==> src/rtl/stream_demux.sv <==
// -----------------------------------------------------------------------------
// stream_demux
//
// 1:N packet demultiplexer with a single registered output stage.
//
// One input stream uses a valid/ready handshake and is framed into packets by
// s_last. The first beat of each packet selects the destination channel
// through sel. Every later beat of that packet follows the same channel, and
// sel is ignored until the next packet begins. Each accepted beat goes into
// one hold register that drives all output channels. Only the addressed
// channel sees m_valid/m_last. A packet whose first-beat sel is out of range
// (sel >= N) is accepted and dropped in full.
//
// Parameters
//   DW  data width in bits
//   N   number of output channels (2..16)
//   SW  select width, 2**SW >= N
//
// Ports
//   clk      in   1     rising-edge clock
//   rst_n    in   1     asynchronous active-low reset
//   s_valid  in   1     input beat valid
//   s_ready  out  1     input beat accepted when s_valid & s_ready
//   s_data   in   DW    input data
//   s_last   in   1     final beat of the packet
//   sel      in   SW    destination channel, sampled on the first beat only
//   m_valid  out  N     one-hot per-channel valid
//   m_ready  in   N     per-channel ready
//   m_data   out  N*DW  held data, replicated into every channel slice
//   m_last   out  N     per-channel last, qualified by m_valid
//   busy     out  1     high between the first and the last beat of a packet
//   pkt_cnt  out  N*8   per-channel delivered-packet counters (8 bit, wrapping)
//
// Build option
//   DEMUX_PKT_CNT_EN  when defined, adds the pkt_cnt port and its counters.
//                     When undefined, both are absent and all other
//                     behaviour is unchanged.
// -----------------------------------------------------------------------------
module stream_demux #(
    parameter int DW = 8,
    parameter int N  = 4,
    parameter int SW = 2
) (
    input  logic            clk,
    input  logic            rst_n,
    input  logic            s_valid,
    output logic            s_ready,
    input  logic [DW-1:0]   s_data,
    input  logic            s_last,
    input  logic [SW-1:0]   sel,
    output logic [N-1:0]    m_valid,
    input  logic [N-1:0]    m_ready,
    output logic [N*DW-1:0] m_data,
    output logic [N-1:0]    m_last,
    output logic            busy
`ifdef DEMUX_PKT_CNT_EN
    ,
    output logic [N*8-1:0]  pkt_cnt
`endif
);

    typedef enum logic {
        ST_IDLE  = 1'b0,
        ST_ROUTE = 1'b1
    } state_t;

    // Channel count widened by one bit so that the range check on the
    // select value never truncates.
    localparam logic [SW:0] N_W = (SW+1)'(N);

    state_t          state;
    logic [SW-1:0]   ch_q;
    logic            busy_q;

    logic [SW-1:0]   eff_ch_p0;
    logic            ch_ok_p0;
    logic            accept_p0;
    logic            load_p0;

    logic            vld_p1;
    logic [DW-1:0]   data_p1;
    logic            last_p1;
    logic [SW-1:0]   ch_p1;
    logic            out_rdy_p1;
    logic            drain_p1;

    // ---- stage p0: input handshake and channel resolution ----
    // The first beat of a packet is routed by the live sel. Later beats use
    // the channel latched when the packet started.
    always_comb begin
        eff_ch_p0 = (state == ST_IDLE) ? sel : ch_q;
        ch_ok_p0  = ({1'b0, eff_ch_p0} < N_W);
    end

    // Ready of the channel that owns the held beat. Only that channel can
    // release the hold register, so other channels' readiness is ignored and
    // beats are never reordered.
    always_comb begin
        out_rdy_p1 = 1'b0;
        for (int k = 0; k < N; k++) begin
            if (ch_p1 == SW'(k)) begin
                out_rdy_p1 = m_ready[k];
            end
        end
    end

    assign drain_p1  = vld_p1 & out_rdy_p1;
    assign s_ready   = ~vld_p1 | out_rdy_p1;
    assign accept_p0 = s_valid & s_ready;
    // Beats of a packet with an out-of-range channel are accepted but never
    // loaded, so the whole packet is dropped.
    assign load_p0   = accept_p0 & ch_ok_p0;

    // Packet framing FSM. It advances on every accepted beat, whether the
    // beat is delivered or dropped.
    always_ff @(posedge clk or negedge rst_n) begin
        if (!rst_n) begin
            state  <= ST_IDLE;
            ch_q   <= '0;
            busy_q <= 1'b0;
        end else if (accept_p0) begin
            case (state)
                ST_IDLE: begin
                    if (!s_last) begin
                        state  <= ST_ROUTE;
                        ch_q   <= sel;
                        busy_q <= 1'b1;
                    end
                end
                ST_ROUTE: begin
                    if (s_last) begin
                        state  <= ST_IDLE;
                        busy_q <= 1'b0;
                    end
                end
                default: begin
                    state  <= ST_IDLE;
                    busy_q <= 1'b0;
                end
            endcase
        end
    end

    assign busy = busy_q;

    // ---- stage p1: hold register driving the output channels ----
    // A load in the same cycle as a drain replaces the held beat directly,
    // so back-to-back beats (even to different channels) have no bubble.
    always_ff @(posedge clk or negedge rst_n) begin
        if (!rst_n) begin
            vld_p1  <= 1'b0;
            data_p1 <= '0;
            last_p1 <= 1'b0;
            ch_p1   <= '0;
        end else if (load_p0) begin
            vld_p1  <= 1'b1;
            data_p1 <= s_data;
            last_p1 <= s_last;
            ch_p1   <= eff_ch_p0;
        end else if (drain_p1) begin
            vld_p1  <= 1'b0;
        end
    end

    for (genvar k = 0; k < N; k++) begin : g_out
        assign m_valid[k]          = vld_p1 & (ch_p1 == SW'(k));
        assign m_last[k]           = vld_p1 & last_p1 & (ch_p1 == SW'(k));
        assign m_data[k*DW +: DW]  = data_p1;
    end

`ifdef DEMUX_PKT_CNT_EN
    // A packet counts as delivered when its last beat leaves on that
    // channel. Dropped packets never reach the hold register, so they are
    // never counted.
    for (genvar k = 0; k < N; k++) begin : g_cnt
        logic [7:0] cnt_q;

        always_ff @(posedge clk or negedge rst_n) begin
            if (!rst_n) begin
                cnt_q <= 8'd0;
            end else if (m_valid[k] & m_ready[k] & m_last[k]) begin
                cnt_q <= cnt_q + 8'd1;
            end
        end

        assign pkt_cnt[k*8 +: 8] = cnt_q;
    end
`endif

endmodule

==> config.mk <==
export PLATFORM = sky130hd
export DESIGN_NAME = stream_demux
export DESIGN_NICKNAME = d
export VERILOG_FILES = /design/src/rtl/stream_demux.sv
export SDC_FILE = /design/constraint.sdc
export NUM_CORES = 1
export LEC_CHECK = 0
export BUFFER_PORTS_ARGS = -buffer_cell sky130_fd_sc_hd__buf_2
export CAP_MARGIN = 20
export CORE_MARGIN = 3
export CORE_UTILIZATION = 43
export CTS_CLUSTER_SIZE = 14
export DETAILED_ROUTE_END_ITERATION = 8
export GPL_ROUTABILITY_DRIVEN = 1
export PLACE_DENSITY = 0.81
export SYNTH_ARGS = -nofsm -noshare
export SYNTH_HDL_FRONTEND = slang
export SYNTH_SLANG_ARGS = --single-unit
==> constraint.sdc <==
create_clock -name clk -period 2.2 [get_ports clk]
set_input_delay 0.44 -clock clk [delete_from_list [all_inputs] [get_ports clk]]
set_output_delay 0.44 -clock clk [all_outputs]
set_load 0.01 [all_outputs]
==> results of run 1 <==
Yosys cell counts:
library cell / n
a221oi_4: 1
nand3_1: 1
dfrtp_1: 16
inv_1: 4
and3_1: 1
buf_8: 1
a22oi_1: 1
nor2_1: 2
nor3_1: 2
mux2_2: 2
buf_4: 24
mux2_4: 8
and2_1: 2
ha_1: 1
nand2b_1: 1
buf_6: 1
a221oi_2: 1
nor2b_1: 3
a221oi_1: 1
mux2i_2: 2
mux2_1: 4
nand2_1: 3
mux2i_1: 3
power groups by stage:
| stage | Clock (mW) | Sequential [mW] | Combinational, mW |
|---|---|---|---|
| finish | 0.190 | 0.580 | 0.991 |
| global route | 0.211 | 0.618 | 1.10 |
| CTS | 0.197 | 0.586 | 1.01 |
| detailed placement | 0 | 0.591 | 1.00 |
| global placement | 0 | 0.579 | 0.993 |
| floorplan | 0 | 0.593 | 0.892 |
worst max-delay path, cell delays in order, from the launching register on:
cell	delay, ns
dfrtp_1	0.55
mux2i_2	0.42
a22oi_1	0.16
buf_2	0.17
layout make-up:
class / instances / area (µm²) / share of cell area [%]
Multi-Input combinational cell: 39 / 393 / 33.3
Timing Repair Buffer: 60 / 303 / 25.6
Sequential cell: 16 / 400 / 33.9
Tap cell: 27 / 33.8 / 2.86
Inverter: 4 / 15.0 / 1.27
Clock buffer: 4 / 36.3 / 3.07
how the worst max path moves through the flow:
stage,start,end,cells past startpoint
after detailed placement,ch_p1[0],data_p1[5],4
after global routing,ch_p1[0],s_ready,3
after CTS,ch_p1[0],s_ready,3
final,ch_p1[0],s_ready,3
after floorplan,ch_p1[0],ch_p1[0],5
after global placement,ch_p1[0],last_p1,4
flip-flops by register name, summed over array words and instances, names as in the netlist:
| signal | count |
|---|---|
| state | 1 |
| ch_q | 2 |
| ch_p1 | 2 |
| data_p1 | 8 |
| last_p1 | 1 |
| busy | 1 |
| vld_p1 | 1 |
metal layers:
layer	routed length (µm)	track usage (%)	vias up
met1	713	16.4	333
met5	0	0	-
li1	-	-	335
met2	901	22.9	46
met3	225	3.00	0
met4	0	4.98	0
per-stage QoR:
stage                     worst slack, ns  power (mW)  cell area, µm²  instances
after floorplan                     0.561        1.48            1010         85
after global placement              0.456        1.57            1140        146
after detailed placement            0.418        1.59            1140        146
after CTS                           0.146        1.79            1180        150
after global routing               0.0493        1.93            1180        150
final                               0.169        1.76            1180        150
cell families after synthesis:
logic type	Yosys count
and+or+nand+nor	15
buffers and inverters	30
adders and majority gates	1
AOI/OAI and AO/OA	4
DFF	16
muxes	19
==> run metrics, run 1 <==
Util after Layout=roughly 56%; Via Count=approximately 710; Final ANT Viol Nets=0; Synth Area in Adders=1.23%; VDD IR max=around 0.78 mV; CTS tree=yes; largest net degree at the start of global routing=17; H-tree depth=1; mean post-synth cell area=11.9 µm²; sum of negative setup slack=0 ns; RD Place Congestion=0.775; Clock Latency Late Sink=about 0.28 ns; Core ar.=2100 µm²; Clock Sinks=16; DR WL/cell=12.3 µm; worst path required time=1.76 ns; YS warnings=0; # setup viols final=0; DRT Wirelength=between 1.5 and 2 mm; Buffers on Ports=59; worst min-delay path category=in2async; Synth cell types=23; Worst-Margin Slew=0.549 ns; number of CTS-inserted buffers=3; Seq pwr share=32.9%; critical path class=reg2out; Reg-to-Reg End=data_p1[5]; post-CTS sizing=0; fin nets=143; vias in the first global route=639; clock-pin transition on the worst setup and hold timing paths=0.09 ns; RSZ-0062 raised after global routing=false; outcome=finished, final reports clean; max_slew headroom=63.3%; Via density=4.76; die width=54.6 µm; drt pass-1 iters=3; DRC viols=0; Synth area leader=dfrtp_1; Area growth syn-to-layout=16.4%; share of layout cells above drive strength 1=63.4%; clock buffer depth=2; Post-Syn Area=1010 µm²; sw frac=41.3%; starting DRC count in detailed routing=1; Achievable Freq=492 MHz; largest family of logic cells by synthesized area=multiplexers; combinational share of power=56.3%; synthesized netlist cell count=85; first-pass GRT wire length=~2.9 mm; # fillers=200; CP Launch Type=register; post-synthesis xor/xnor area fraction=0%; Compound-Gate Fraction of Synth Area=under 10%; Pleak=0.642 nW; Power Dens Cells=between 1000 and 1500 nW/µm²; clock share of power=between 10% and 20%; Crit. End Element=output port; Clock Skew=between 0.001 and 0.0015 ns; cts hold-fix bufs=0; critical path peak fanout=10; Rows=16; antenna violations before repair=0; sequential-to-total area share from yosys stat=39.5%; synthesized net count=104; multiplexer share of the synthesized area=24.2%; final hold vios=0; worst r2r src=ch_p1[0]; post-CTS setup buffer count=0; gr usage total=roughly 13%; Synth Area in Simple Gates=about 7.6%; starting density of the core=48.3%; register bit count reported by yosys=16; count of pins over their slew limit=0; WHS=roughly 0.05 ns; antenna fix cells=0; io pins=60; Synth top area share=39.5%; die area=2980 µm²; Reg2Reg Depth=4; most frequent cells in the layout=buf_2 (59), dfrtp_1 (16), mux2_4 (8); most common cell after layout, fill and taps aside=buf_2; Root Driver=clkbuf_4; Net Switching=just over 0.7 mW; DP HPWL=1.50 mm; maxcap violations=0; crit path DAT=1.59 ns; Die H=54.6 µm; Internal=1.03 mW; Final Critical Period=2.03 ns; fin crit share=92.3%; FF-to-FF setup slack=0.40 ns; Area contributors post-synth=dfrtp_1 (39%), buf_4 (18%), mux2_4 (12%); GR Overflow Total=0
Power figures use the tool's default switching activity.
==> inputs of run 2 (changes only) <==
--- a/config.mk
+++ b/config.mk
@@ -7,12 +7,14 @@
 export LEC_CHECK = 0
 export BUFFER_PORTS_ARGS = -buffer_cell sky130_fd_sc_hd__buf_2
 export CAP_MARGIN = 20
-export CORE_MARGIN = 3
+export CORE_MARGIN = 8
 export CORE_UTILIZATION = 43
 export CTS_CLUSTER_SIZE = 14
 export DETAILED_ROUTE_END_ITERATION = 8
 export GPL_ROUTABILITY_DRIVEN = 1
+export GPL_TIMING_DRIVEN = 0
 export PLACE_DENSITY = 0.81
+export SKIP_CTS_REPAIR_TIMING = 1
 export SYNTH_ARGS = -nofsm -noshare
 export SYNTH_HDL_FRONTEND = slang
 export SYNTH_SLANG_ARGS = --single-unit
==> run metrics, run 2 (synthesis results as in run 1) <==
VDD IR max=roughly 0.86 mV; Worst path slowest cell=nor2b_1; Final Critical Period=2.00 ns; Clock Sinks=16; CP Cell Sequence=nor2b_1 -> nor2b_1 -> buf_2; first-pass GRT wire length=3.88 mm; Seq pwr share=27.5%; FF-to-FF setup slack=around 0.44 ns; crit path DAT=1.56 ns; Internal=roughly 1.3 mW; Clock Skew=0.00278 ns; maxcap violations=0; sw frac=39.2%; CP Launch Type=register; die area=around 4200 µm²; Pleak=approximately 0.76 nW; final hold vios=0; CTS tree=yes; Final ANT Viol Nets=0; worst min-delay path category=in2async; gr usage total=11.5%; sum of negative setup slack=0 ns; Setup crit start=ch_p1[1]; CP max stage delay=0.49 ns; fin nets=168; count of pins over their slew limit=0; antenna fix cells=0; largest net degree at the start of global routing=17; fin crit share=approximately nine tenths; Core ar.=2210 µm²; clock-pin transition on the worst setup and hold timing paths=about 0.090 ns; Area growth syn-to-layout=34.8%; H-tree depth=1; number of CTS-inserted buffers=3; Most flops, register=data_p1; Crit. End Element=output port; clock share of power=7.3%; antenna violations before repair=0; starting DRC count in detailed routing=11; # setup viols final=0; drt pass-1 iters=3; worst r2r src=ch_p1[0]; Achievable Freq=500 MHz; most common cell after layout, fill and taps aside=buf_2; RSZ-0062 raised after global routing=false; max_slew headroom=about three fifths; cell mode on critical path=nor2b_1; critical path peak fanout=6; Reg-to-Reg End=data_p1[0]; GR Overflow Total=0; most frequent cells in the layout=buf_2 (59), buf_4 (24), dfrtp_1 (16); Buffers on Ports=a little under 60; Die H=64.6 µm; DRT Wirelength=between 2 and 2.5 mm; Root Driver=clkbuf_4; DRC viols=0; Clock Latency Late Sink=about 0.29 ns; worst path required time=1.76 ns; critical path class=reg2out; io pins=60; RD Place Congestion=about 0.70; clock buffer depth=2; DP HPWL=2.05 mm; DR WL/cell=14.0 µm; vias in the first global route=872; outcome=finished, final reports clean; die width=~65 µm; WHS=0.0444 ns; Via Count=805; Power, Total=2.08 mW; Net Switching=0.816 mW; Rows=17; Reg2Reg Depth=5; Worst-Margin Slew=0.583 ns; starting density of the core=45.9%; max reg flops=8; Power Dens Cells=1520 nW/µm²; Via density=~4.6; combinational share of power=65.2%; top flop regs=data_p1: 8 flops, ch_p1: 2 flops, ch_q: 2 flops; share of layout cells above drive strength 1=69.4%; pre-CTS worst setup slack=0.440 ns; PnR worst setup slack=0.202 ns
==> run 2: cell types whose count changed in the layout (fill, tap and decap cells not counted), sizes merged <==
cell and change:
buf +25, clkbuf -1
==> run 2: stage by stage <==
step / instance area [µm²] / cells / utilization (%)
2_1_floorplan: 1010 / 85 / -
6_report: 1370 / 175 / 61.8
3_3_place_gp: 1350 / 172 / 60.8
4_1_cts: 1370 / 175 / 61.8
3_5_place_dp: 1350 / 172 / 60.8
5_1_grt: 1370 / 175 / 61.8
==> run 2: per-layer routing <==
metal | vias to the layer above | part of all wire, % | GRT usage (%)
met5 | - | 0 | 0
li1 | 388 | - | -
met4 | 0 | 1.5 | 5.72
met2 | 47 | 45 | 19.4
met3 | 5 | 13 | 5.84
met1 | 365 | 40 | 11.6
==> run 2: final cells by class <==
class / count / area [µm²]
fill: 199 / 845
sequential: 16 / 400
multi-input combinational: 39 / 393
timing repair buffer: 59 / 295
buffer: 26 / 206
tap: 28 / 35.0
clock buffer: 3 / 22.5
inverter: 4 / 15.0
==> run 2: worst max-delay path by stage <==
stage	slack, ns	endpoint	cells after the start
4_1_cts	0.17	m_valid[0]	3
6_report	0.20	m_valid[0]	3
2_1_floorplan	0.56	ch_p1[0]	5
3_5_place_dp	0.44	busy	6
5_1_grt	0.07	s_ready	3
3_3_place_gp	0.48	data_p1[7]	5
==> run 2: critical path: cells and delay by family, from the launching register on <==
| family | cells | cell delay (ns) |
|---|---|---|
| AND/OR/NAND/NOR | 2 | 0.70 |
| buffers and inverters | 1 | 0.14 |
| flip-flops | 1 | 0.43 |
==> run 2: power groups by stage <==
stage | clock, mW | combinational, mW | sequential [mW]
after floorplan | 0 | 0.892 | 0.593
after global placement | 0 | 1.35 | 0.562
after detailed placement | 0 | 1.38 | 0.576
after CTS | 0.155 | 1.39 | 0.574
after global routing | 0.162 | 1.47 | 0.594
final | 0.152 | 1.36 | 0.571
==> inputs of run 3 (changes only) <==
--- a/config.mk
+++ b/config.mk
@@ -5,7 +5,7 @@
 export SDC_FILE = /design/constraint.sdc
 export NUM_CORES = 1
 export LEC_CHECK = 0
-export BUFFER_PORTS_ARGS = -buffer_cell sky130_fd_sc_hd__buf_2
+export BUFFER_PORTS_ARGS = -buffer_cell sky130_fd_sc_hd__clkbuf_2
 export CAP_MARGIN = 20
 export CORE_MARGIN = 8
 export CORE_UTILIZATION = 43
==> run metrics, run 3 (synthesis results as in run 1) <==
Net Switching=0.821 mW; largest net degree at the start of global routing=17; RSZ-0062 raised after global routing=false; GR Overflow Total=0; Setup crit start=ch_p1[1]; FF-to-FF setup slack=0.44 ns; area post-placement=1350 µm²; # setup viols final=0; CP Launch Type=register; critical path peak fanout=6; most frequent cells in the layout=clkbuf_2 (59), buf_4 (24), dfrtp_1 (16); cell mode on critical path=nor2b_1; drt pass-1 iters=2; Via Count=825; Buffers on Ports=59; sum of negative setup slack=0 ns; CP max stage delay=0.46 ns; Final ANT Viol Nets=0; DR WL/cell=13.8 µm; Pleak=around 0.76 nW; Area growth syn-to-layout=34.8%; antenna violations before repair=0; RD Place Congestion=0.719; io pins=60; top flop regs=data_p1: 8 flops, ch_p1: 2 flops, ch_q: 2 flops; die area=4170 µm²; CP Cell Sequence=nor2b_1 -> nor2b_1 -> clkbuf_2; Final Critical Period=1.97 ns; count of pins over their slew limit=0; VDD IR max=0.817 mV; fin nets=168; sw frac=39.5%; Crit. End Element=output port; clock share of power=7.1%; critical path class=reg2out; Bufs and invs on worst path=1; CTS tree=yes; number of CTS-inserted buffers=3; post-layout instance area=~1400 µm²; WHS=0.0642 ns; Util after Layout=61.8%; combinational share of power=65.2%; Achievable Freq=just over 500 MHz; worst path required time=1.76 ns; max_slew headroom=63.8%; first-pass GRT wire length=3.78 mm; worst r2r src=ch_p1[0]; most common cell after layout, fill and taps aside=clkbuf_2; final hold vios=0; Worst path slowest cell=nor2b_1; Core ar.=2210 µm²; worst min-delay path category=in2async; Worst-Margin Slew=0.541 ns; Clock Skew=about 0.005 ns; Most flops, register=data_p1; Internal=1.26 mW; outcome=finished, final reports clean; maxcap violations=0; H-tree depth=1; Die H=64.6 µm; clock buffer depth=2; crit path DAT=1.53 ns; die width=about 65 µm; Rows=17; DP HPWL=2.05 mm; DRT Wirelength=~2.4 mm; starting DRC count in detailed routing=5; vias in the first global route=861; share of layout cells above drive strength 1=69.4%; Reg2Reg Depth=5; clock-pin transition on the worst setup and hold timing paths=0.09 ns; Worst path top cell family by delay=simple AND/OR/NAND/NOR gates; max reg flops=8; Power Dens Cells=~1500 nW/µm²; antenna fix cells=0; Root Driver=clkbuf_4; Clock Sinks=16; starting density of the core=a little under half; Clock Latency Late Sink=0.28 ns; Power, Total=2.08 mW; DRC viols=0; Reg-to-Reg End=data_p1[6]; fin crit share=about nine tenths; Seq pwr share=27.8%; Via density=approximately 4.7; gr usage total=around 11%
==> run 3: cell types whose count changed in the layout (fill, tap and decap cells not counted) <==
cell      delta
buf_2       -59
clkbuf_2    +59
==> run 3: worst reg2reg max path, cell delays in order, from the launching register on <==
cell      delay (ns)
dfrtp_1         0.38
buf_6           0.15
mux2i_2         0.21
a221oi_4        0.40
buf_8           0.21
mux2_4          0.31
==> run 3: worst max-delay path by stage <==
stage / end / slack [ns] / cells past startpoint
final: m_valid[0] / 0.23 / 3
after global routing: s_ready / 0.12 / 3
after CTS: m_valid[0] / 0.22 / 3
after detailed placement: busy / 0.43 / 6
after global placement: data_p1[6] / 0.47 / 5
after floorplan: ch_p1[0] / 0.56 / 5
==> run 3: through the flow <==
stage	setup slack (ns)	std cells
final	0.232	175
after global routing	0.118	175
after CTS	0.217	175
after detailed placement	0.431	172
after global placement	0.475	172
after floorplan	0.561	85
==> run 3: layer usage <==
layer / global-route usage, % / wire length, µm / vias up
li1: - / - / 391
met1: 12.0 / 1020 / 384
met2: 18.9 / 1080 / 46
met3: 4.98 / 285 / 4
met4: 4.90 / 28 / 0
met5: 0 / 0 / -
==> run 3: layout make-up <==
type | instances | area (µm²)
plain buffers | 26 | 206
clock buffers | 3 | 22.5
fillers | 204 | 845
inverters | 4 | 15.0
multi-input cells | 39 | 393
flip-flops and latches | 16 | 400
well taps | 28 | 35.0
repair buffers | 59 | 295
==> run 3: power groups by stage <==
stage / registers (mW) / clock network (mW) / logic, mW
CTS: 0.581 / 0.153 / 1.39
global placement: 0.565 / 0 / 1.35
global route: 0.598 / 0.163 / 1.47
floorplan: 0.593 / 0 / 0.892
detailed placement: 0.583 / 0 / 1.39
finish: 0.577 / 0.147 / 1.35
